## src/rtl/dmem_port_arbiter_pkg.sv

```systemverilog
// Shared types and defaults for the data-memory port arbiter.
package dmem_port_arbiter_pkg;

    localparam int DMEM_TIMEOUT_DEFAULT = 16;
    localparam int DMEM_ADDR_W          = 32;
    localparam int DMEM_DATA_W          = 32;

    typedef enum logic [1:0] {
        IDLE  = 2'd0,
        ISSUE = 2'd1,
        WAIT  = 2'd2,
        DONE  = 2'd3
    } arb_state_t;

    // Latched memory command at the default port widths.
    typedef struct packed {
        logic                     we;
        logic [DMEM_ADDR_W-1:0]   addr;
        logic [DMEM_DATA_W-1:0]   wdata;
        logic [DMEM_DATA_W/8-1:0] be;
    } mem_cmd_t;

endpackage

```

## src/rtl/dmem_port_arbiter_rr_arbiter2.sv

```systemverilog
// Two-input grant selection: fixed priority to requester 0, or round-robin
// where the requester that was not served last wins a tie.
module rr_arbiter2
(
    input  logic       clk_i,
    input  logic       rst_i,
    input  logic [1:0] req_i,
    input  logic       fixed_prio_i,
    input  logic       upd_i,
    input  logic       upd_idx_i,
    output logic       gnt_vld_o,
    output logic       gnt_idx_o
);

    logic rr_last_q;

    // Remember who was served last; reset to 1 so requester 0 wins the first tie.
    always_ff @(posedge clk_i or posedge rst_i) begin
        if (rst_i)      rr_last_q <= 1'b1;
        else if (upd_i) rr_last_q <= upd_idx_i;
    end

    // Pick a winner; a lone requester always wins.
    always_comb begin
        gnt_vld_o = |req_i;
        if (req_i == 2'b11) gnt_idx_o = fixed_prio_i ? 1'b0 : ~rr_last_q;
        else                gnt_idx_o = req_i[1] & ~req_i[0];
    end

endmodule

```

## src/rtl/dmem_port_arbiter.sv

```systemverilog
// Shares one data-memory port between the pipeline memory stage (0) and a
// secondary master (1). Each access runs IDLE -> ISSUE -> [WAIT] -> DONE,
// with reads bounded by a saturating timeout counter.
module dmem_port_arbiter
    import dmem_port_arbiter_pkg::*;
#(
    parameter int ADDR_W     = 32,
    parameter int DATA_W     = 32,
    parameter int TIMEOUT    = DMEM_TIMEOUT_DEFAULT,
    parameter int FIXED_PRIO = 0
)
(
    input  logic                     clk,
    input  logic                     rst,
    input  logic [1:0]               req,
    input  logic [1:0]               we,
    input  logic [1:0][ADDR_W-1:0]   addr,
    input  logic [1:0][DATA_W-1:0]   wdata,
    input  logic [1:0][DATA_W/8-1:0] be,
    output logic [1:0]               ack,
    output logic [DATA_W-1:0]        rdata,
    output logic                     err,
    output logic                     stall,
    output logic                     mem_req,
    output logic                     mem_we,
    output logic [ADDR_W-1:0]        mem_addr,
    output logic [DATA_W-1:0]        mem_wdata,
    output logic [DATA_W/8-1:0]      mem_be,
    input  logic                     mem_gnt,
    input  logic                     mem_rvalid,
    input  logic [DATA_W-1:0]        mem_rdata
);

    localparam int              BE_W    = DATA_W / 8;
    localparam int              CNT_W   = (TIMEOUT > 1) ? $clog2(TIMEOUT) : 1;
    localparam logic [CNT_W-1:0] CNT_MAX = CNT_W'(TIMEOUT - 1);

    // Command at this instance's widths (package type covers the defaults).
    typedef struct packed {
        logic              we;
        logic [ADDR_W-1:0] addr;
        logic [DATA_W-1:0] wdata;
        logic [BE_W-1:0]   be;
    } cmd_t;

    arb_state_t        state_q, state_d;
    cmd_t              cmd_q, cmd_d;
    logic              owner_q, owner_d;
    logic [CNT_W-1:0]  cnt_q, cnt_d;
    logic [DATA_W-1:0] rdata_q, rdata_d;
    logic              err_q, err_d;
    logic              win_vld, win_idx;

    rr_arbiter2 u_arb (
        .clk_i        (clk),
        .rst_i        (rst),
        .req_i        (req),
        .fixed_prio_i (1'(FIXED_PRIO != 0)),
        .upd_i        (state_q == DONE),
        .upd_idx_i    (owner_q),
        .gnt_vld_o    (win_vld),
        .gnt_idx_o    (win_idx)
    );

    // State, command, owner, timeout counter and response registers.
    always_ff @(posedge clk or posedge rst) begin
        if (rst) begin
            state_q <= IDLE;
            cmd_q   <= '0;
            owner_q <= 1'b0;
            cnt_q   <= '0;
            rdata_q <= '0;
            err_q   <= 1'b0;
        end else begin
            state_q <= state_d;
            cmd_q   <= cmd_d;
            owner_q <= owner_d;
            cnt_q   <= cnt_d;
            rdata_q <= rdata_d;
            err_q   <= err_d;
        end
    end

    // Next-state: latch the winner in IDLE, then follow the memory handshake.
    always_comb begin
        state_d = state_q;
        cmd_d   = cmd_q;
        owner_d = owner_q;
        cnt_d   = cnt_q;
        rdata_d = rdata_q;
        err_d   = err_q;
        unique case (state_q)
            IDLE: begin
                if (win_vld) begin
                    owner_d     = win_idx;
                    cmd_d.we    = we[win_idx];
                    cmd_d.addr  = addr[win_idx];
                    cmd_d.wdata = wdata[win_idx];
                    cmd_d.be    = be[win_idx];
                    state_d     = ISSUE;
                end
            end
            ISSUE: begin
                if (mem_gnt) begin
                    if (cmd_q.we) begin
                        err_d   = 1'b0;
                        state_d = DONE;
                    end else if (mem_rvalid) begin
                        // Grant and data in the same cycle: skip WAIT.
                        rdata_d = mem_rdata;
                        err_d   = 1'b0;
                        state_d = DONE;
                    end else begin
                        cnt_d   = '0;
                        state_d = WAIT;
                    end
                end
            end
            WAIT: begin
                if (mem_rvalid) begin
                    rdata_d = mem_rdata;
                    err_d   = 1'b0;
                    state_d = DONE;
                end else if (cnt_q == CNT_MAX) begin
                    rdata_d = '0;
                    err_d   = 1'b1;
                    state_d = DONE;
                end else begin
                    cnt_d = cnt_q + 1'b1;
                end
            end
            DONE: state_d = IDLE;
            default: state_d = IDLE;
        endcase
    end

    // Outputs: memory command only while issuing, ack pulse in DONE.
    always_comb begin
        ack          = '0;
        ack[owner_q] = (state_q == DONE);
        mem_req      = (state_q == ISSUE);
        mem_we       = mem_req ? cmd_q.we    : 1'b0;
        mem_addr     = mem_req ? cmd_q.addr  : '0;
        mem_wdata    = mem_req ? cmd_q.wdata : '0;
        mem_be       = mem_req ? cmd_q.be    : '0;
        rdata        = rdata_q;
        err          = err_q;
        stall        = req[0] & ~ack[0];
    end

endmodule
```

## config.mk

```make
export PLATFORM = sky130hd
export DESIGN_NAME = dmem_port_arbiter
export DESIGN_NICKNAME = d
export VERILOG_FILES = /design/src/rtl/dmem_port_arbiter_pkg.sv /design/src/rtl/dmem_port_arbiter_rr_arbiter2.sv /design/src/rtl/dmem_port_arbiter.sv
export SDC_FILE = /design/constraint.sdc
export NUM_CORES = 1
export LEC_CHECK = 0
export CAP_MARGIN = 30
export CORE_MARGIN = 1.5
export CORE_UTILIZATION = 41
export DETAILED_ROUTE_END_ITERATION = 10
export PLACE_DENSITY = 0.81
export SYNTH_ARGS = -nofsm -noshare
export SYNTH_HDL_FRONTEND = slang
export SYNTH_HIERARCHICAL = 1
export SYNTH_SLANG_ARGS = --single-unit
export TNS_END_PERCENT = 10
```

## constraint.sdc

```tcl
create_clock -name clk -period 3.73 [get_ports clk]
set_input_delay 0.373 -clock clk [delete_from_list [all_inputs] [get_ports clk]]
set_output_delay 0.373 -clock clk [all_outputs]
set_load 0.005 [all_outputs]
```

==> results.yml, run 1 <==
die:
  start_util_pct: 41.9
  die_y_um: 122
  pin_count: 282
  die_w_um: 122
  rows: 43
  design.core.area_um2: 13800
  dieArea_um2: 14800
logic_synthesis:
  ys_seq_area_share_pct: 47.6
  synth-edff-count: 0
  synth-seq-cells: 110
  yosysTopAreaCellShare_pct: 47.1
  yosysTopAreaCell: "dfrtp_1"
  yosysMostFrequentCell: "dfrtp_1"
  syn_inst: 586
  syn_area_um2: 5790
  syn_avg_cell_area_um2: 9.88
  synthArstFlopShare_pct: 100
  syn_nets: 768
  ys.flop_type: "dfrtp_1"
  netlist_top_cells_count: "dfrtp_1, mux2i_1, a21oi_1, and2_1, nor2_1"
  synthDistinctLibCells: 41
  synth_area_leaders: "dfrtp_1, mux2i_1, and2_1, a21oi_1, nor2_1"
  yosys_warnings: 6
drt:
  detailroute.via_count: 5070
  drtIter0Drc: 191
  drcViolationCount: 0
  drt-total-wl_um: 15900
  wl_per_cell_um: 15.5
  viasPerCell: 4.93
  drtPass1Iterations: 4
  ant_nets: 0
power_and_ir_drop:
  p_sw_mw: 2.05
  swShare_pct: 33.3
  pwr-share-comb_pct: 50.9
  power_density_nw_per_um2: 688
  power_frac_clock_pct: 15.3
  seq_power_share_pct: 33.8
  power_leakage_nw: 3.93
  ir_drop_mv: 0.315
  internal-power_mw: 4.12
timing:
  hold_viol_final: 0
  fin_setup_tns_ps: 0
  fin_crit_ps: 3040
  post-route-period-util_pct: 81.5
  fmax_ghz: 0.329
  setup_ws_ps: 690
  skew_ps: 5.72
  slew_viol_final: 0
  hold_ws_ps: 424
  relSlewSlack_pct: 33.8
  setup_viol: 0
  rsz0062_at_grt: "no"
  worst_slew_pin_slew_ps: 994
global_route:
  track_usage_pct: 21.4
  grt_start_max_net_pins: 106
  overflow: 0
  grt_pass1_vias: 5111
  antenna_found_initial: 0
  grt_pass1_wl_um: 24800
worst_hold_path:
  hold_path_class: "in2async"
clock_network:
  tritoncts: "built"
  cts_buffers: 9
  cts.sinks: 110
  post-cts-setup-buffers: 0
  ctsHoldBuffers: 0
  cts_resized: 0
  clock_latency_ps: 340
  ctsRootBufferMaster: "clkbuf_16"
  cts.htree.levels: 3
  clk_pin_slew_worst_paths_ps: 70
  clock_path_buffers: 2
finish:
  drive_gt1_share_pct: 3.89
  synthToLayoutAreaGrowth_pct: 54.9
  n_antenna_cell: 0
  fin_util_pct: 64.8
  fin_nets: 1027
status:
  status: "finished clean"
setup_path:
  crit_type: "reg2out"
  required_ps: 3360
  endpoint_kind: "primary output"
  arrival_ps: 2670
  cp-start-kind: "register"
  reg2reg_slack_ps: 930
  cp_max_fo: 44
job:
  cap_violations: 0
placement:
  dp_slack_ps: 969
  io_buffers: 281
  routabilityCongestion: 0.791
  place_hpwl_um: 11900
[per-stage QoR]
stage	area [um^2]	total power, mW	cells
after CTS	8960	6.24	1029
final	8960	6.17	1029
after detailed placement	8670	5.25	1014
after floorplan	5790	3.64	586
after global placement	8640	5.13	1013
after global routing	8960	6.62	1029
[layer usage]
layer | vias to the layer above | GRT usage [%] | share of wire (%)
met5 | - | 0 | 0
met4 | 0 | 7.87 | 2.3
met3 | 24 | 4.54 | 7.3
met2 | 216 | 38.2 | 50
met1 | 2349 | 25.2 | 40
li1 | 2481 | - | -
[power groups by stage]
stage | registers, mW | clock network [mW] | logic [mW]
floorplan | 2.03 | 0 | 1.60
finish | 2.09 | 0.944 | 3.14
detailed placement | 2.11 | 0 | 3.15
CTS | 2.09 | 0.975 | 3.18
global route | 2.16 | 1.02 | 3.44
global placement | 2.07 | 0 | 3.06
[logic make-up (layout without fill, tap and decap cells)]
logic type / Yosys count / in the layout / synth area share, %
simple gates: 161 / 161 / 14.4
compound gates: 122 / 122 / 11.5
flops: 110 / 110 / 47.6
mux: 104 / 104 / 18.1
buf+inv: 82 / 345 / 6.98
fa+ha+maj: 6 / 6 / 1.30
other cells: 1 / 1 / 0.0648
[placed cells by master (no fill, tap or decap), types with 2 or more instances in the layout]
cell type / Yosys / final
nor2b_1: 4 / 4
clkbuf_16: 0 / 9
inv_1: 39 / 38
o21ai_0: 25 / 25
a21oi_1: 72 / 72
dfrtp_1: 109 / 109
nand2_1: 3 / 3
o2bb2a_1: 2 / 2
clkdlybuf4s50_1: 0 / 281
and2_1: 72 / 70
and3_1: 2 / 2
nor2_1: 70 / 70
o21ai_1: 10 / 10
mux2i_1: 102 / 102
a311o_1: 2 / 2
buf_4: 0 / 9
clkinv_2: 0 / 2
a2111oi_0: 2 / 2
ha_1: 6 / 5
a211oi_1: 3 / 3
and2_4: 0 / 2
nand2b_1: 2 / 2
[flip-flops by register name, summed over array words and instances, names as in the netlist]
signal,cells
rdata,32
err,1
state_q,2
cnt_q,4
cmd_q,69
u_arb/rr_last_q,1
owner_q,1
[cell type report]
class | instances | area [um^2]
Timing Repair Buffer | 291 | 2910
Tap cell | 180 | 225
Multi-Input combinational cell | 394 | 2640
Sequential cell | 110 | 2750
Inverter | 39 | 149
Fill cell | 1093 | 4860
Clock inverter | 4 | 47.5
Clock buffer | 11 | 243
[final timing paths]
path,start,endpoint,cells past startpoint
worst max register to register,state_q[1],rdata[28],6
worst min-delay path,rst,u_arb/rr_last_q,2
worst min register to register,cmd_q[58],cmd_q[58],2
worst max-delay path,state_q[1],mem_wdata[21],5
min in group clk,cmd_q[58],cmd_q[58],2
max in group asynchronous,rst,cmd_q[5],3
[critical path: stages, from the launching register on]
cell	delay [ps]
dfrtp_1	420
inv_1	140
ha_2	560
buf_4	450
and2_1	210
clkdlybuf4s50_1	520
Power figures use the tool's default switching activity.
==> run 2: changes to the inputs <==
Clock period 3.73 ns to 3 ns, I/O delays scaled along.
==> run 2 against run 1 <==
Hold slack lost 70 ps; combinational power grew 25%; design area increased by 0.32%; count of clock-buffer cells in the layout decreased by 2; register-to-register slack worse by 150 ps; via count is 0.51% higher; sequential power grew 25%; sequential share of layout area fell by 0.098 points; critical endpoint is now mem_addr[13]; largest cell class unchanged; largest power group unchanged.
==> results.yml, run 2 (synthesized netlist as in run 1, its figures left out) <==
finish:
  synthToLayoutAreaGrowth_pct: 55.4
  drive_gt1_share_pct: 4.00
  largest_reg_flops: 69
  stdcell_count: 1029
  regMostFlops: "cmd_q"
  mostFrequentLayoutCells: "clkdlybuf4s50_1, dfrtp_1, mux2i_1, a21oi_1"
  n_antenna_cell: 0
  final_common_cell: "clkdlybuf4s50_1"
  fin_nets: 1030
placement:
  routabilityCongestion: 0.782
  place_hpwl_um: 12400
  dp_slack_ps: 624
  numPlacedInstances: 1017
  io_buffers: 281
global_route:
  antenna_found_initial: 0
  grt_pass1_vias: 5238
  track_usage_pct: 22.2
  overflow: 0
  grt_start_max_net_pins: 54
  grt_pass1_wl_um: 25500
clock_network:
  cts_buffers: 9
  cts.htree.levels: 3
  clock_path_buffers: 2
  cts.sinks: 110
  cts_resized: 0
  clk_pin_slew_worst_paths_ps: 60
  ctsHoldBuffers: 0
  post-cts-setup-buffers: 0
  tritoncts: "built"
  ctsRootBufferMaster: "clkbuf_16"
  clock_latency_ps: 350
setup_path:
  timing.rr.end: "rdata[24]"
  arrival_ps: 2430
  cp_max_fo: 32
  required_ps: 2700
  worst-r2r-cell-count: 6
  reg2reg_slack_ps: 780
  endpoint_kind: "primary output"
  cp-start-kind: "register"
  r2r-start: "state_q[1]"
  crit_type: "reg2out"
job:
  cap_violations: 0
timing:
  setup_ws_ps: 272
  rsz0062_at_grt: "no"
  relSlewSlack_pct: 51.6
  fin_setup_tns_ps: 0
  slew_viol_final: 0
  post-route-period-util_pct: 90.9
  skew_ps: 6.47
  hold_viol_final: 0
  fin_crit_ps: 2730
  fmax_ghz: 0.367
  setup_viol: 0
  worst_slew_pin_slew_ps: 725
die:
  rows: 43
  dieArea_um2: 14800
  die_y_um: 122
  design.core.area_um2: 13800
  die_w_um: 122
  start_util_pct: 41.9
  pin_count: 282
power_and_ir_drop:
  seq_power_share_pct: 34.1
  swShare_pct: 33.4
  power_frac_clock_pct: 14.7
  power_mw: 7.69
  pwr-share-comb_pct: 51.2
  internal-power_mw: 5.12
  ir_drop_mv: 0.447
  power_density_nw_per_um2: 855
  power_leakage_nw: 3.94
  p_sw_mw: 2.57
drt:
  drtPass1Iterations: 5
  drcViolationCount: 0
  detailroute.via_count: 5096
  drt-total-wl_um: 16400
  drtIter0Drc: 170
  viasPerCell: 4.95
  ant_nets: 0
  wl_per_cell_um: 15.9
worst_hold_path:
  hold_path_class: "in2async"
status:
  status: "finished clean"
## run 2: cell types whose count changed in the layout (fill, tap and decap cells not counted)
| cell | change |
|---|---|
| clkbuf_1 | -1 |
| buf_16 | -1 |
| clkbuf_8 | -1 |
| buf_12 | +4 |
| inv_4 | -1 |
## run 2: routing by layer
layer  wire length (um)  track usage [%]  up-vias
met5                  0                0        -
met4                342             8.46        0
met3               1190             5.52       22
met2               8360             39.7      205
met1               6510             25.5     2388
li1                   -                -     2481
## run 2: worst max path at each step
stage / from / to / slack [ps] / cells after the start
after floorplan: state_q[1] / rdata[10] / 1320 / 8
after global placement: state_q[1] / mem_be[3] / 700 / 5
after detailed placement: state_q[1] / mem_addr[6] / 620 / 5
after CTS: state_q[1] / mem_addr[6] / 250 / 5
after global routing: state_q[1] / mem_addr[9] / 130 / 5
final: state_q[1] / mem_addr[13] / 270 / 5
## run 2: power groups by stage
| stage | clock network (mW) | registers (mW) | logic [mW] |
|---|---|---|---|
| finish | 1.13 | 2.62 | 3.94 |
| global route | 1.22 | 2.71 | 4.31 |
| CTS | 1.16 | 2.63 | 3.98 |
| detailed placement | 0 | 2.64 | 3.95 |
| global placement | 0 | 2.62 | 3.82 |
| floorplan | 0 | 2.53 | 1.99 |
## run 2: area by class of cell
class	count	area [um^2]
Timing Repair Buffer	294	2960
Fill cell	1062	4840
Inverter	39	150
Sequential cell	110	2750
Clock buffer	9	225
Clock inverter	3	40.0
Multi-Input combinational cell	394	2640
Tap cell	180	225
## run 2: metrics by stage
step | hold slack (ps) | utilization, % | area, um^2
4_1_cts | 344 | 65.0 | 8990
5_1_grt | 359 | 65.0 | 8990
2_1_floorplan | 190 | - | 5790
6_report | 354 | 65.0 | 8990
3_3_place_gp | 499 | 63.1 | 8730
3_5_place_dp | 509 | 63.1 | 8730
## run 2: critical path, cell delays in order, from the launching register on
cell and delay (ps):
dfrtp_1 410, inv_1 130, ha_2 490, buf_4 350, and2_1 180, clkdlybuf4s50_1 500
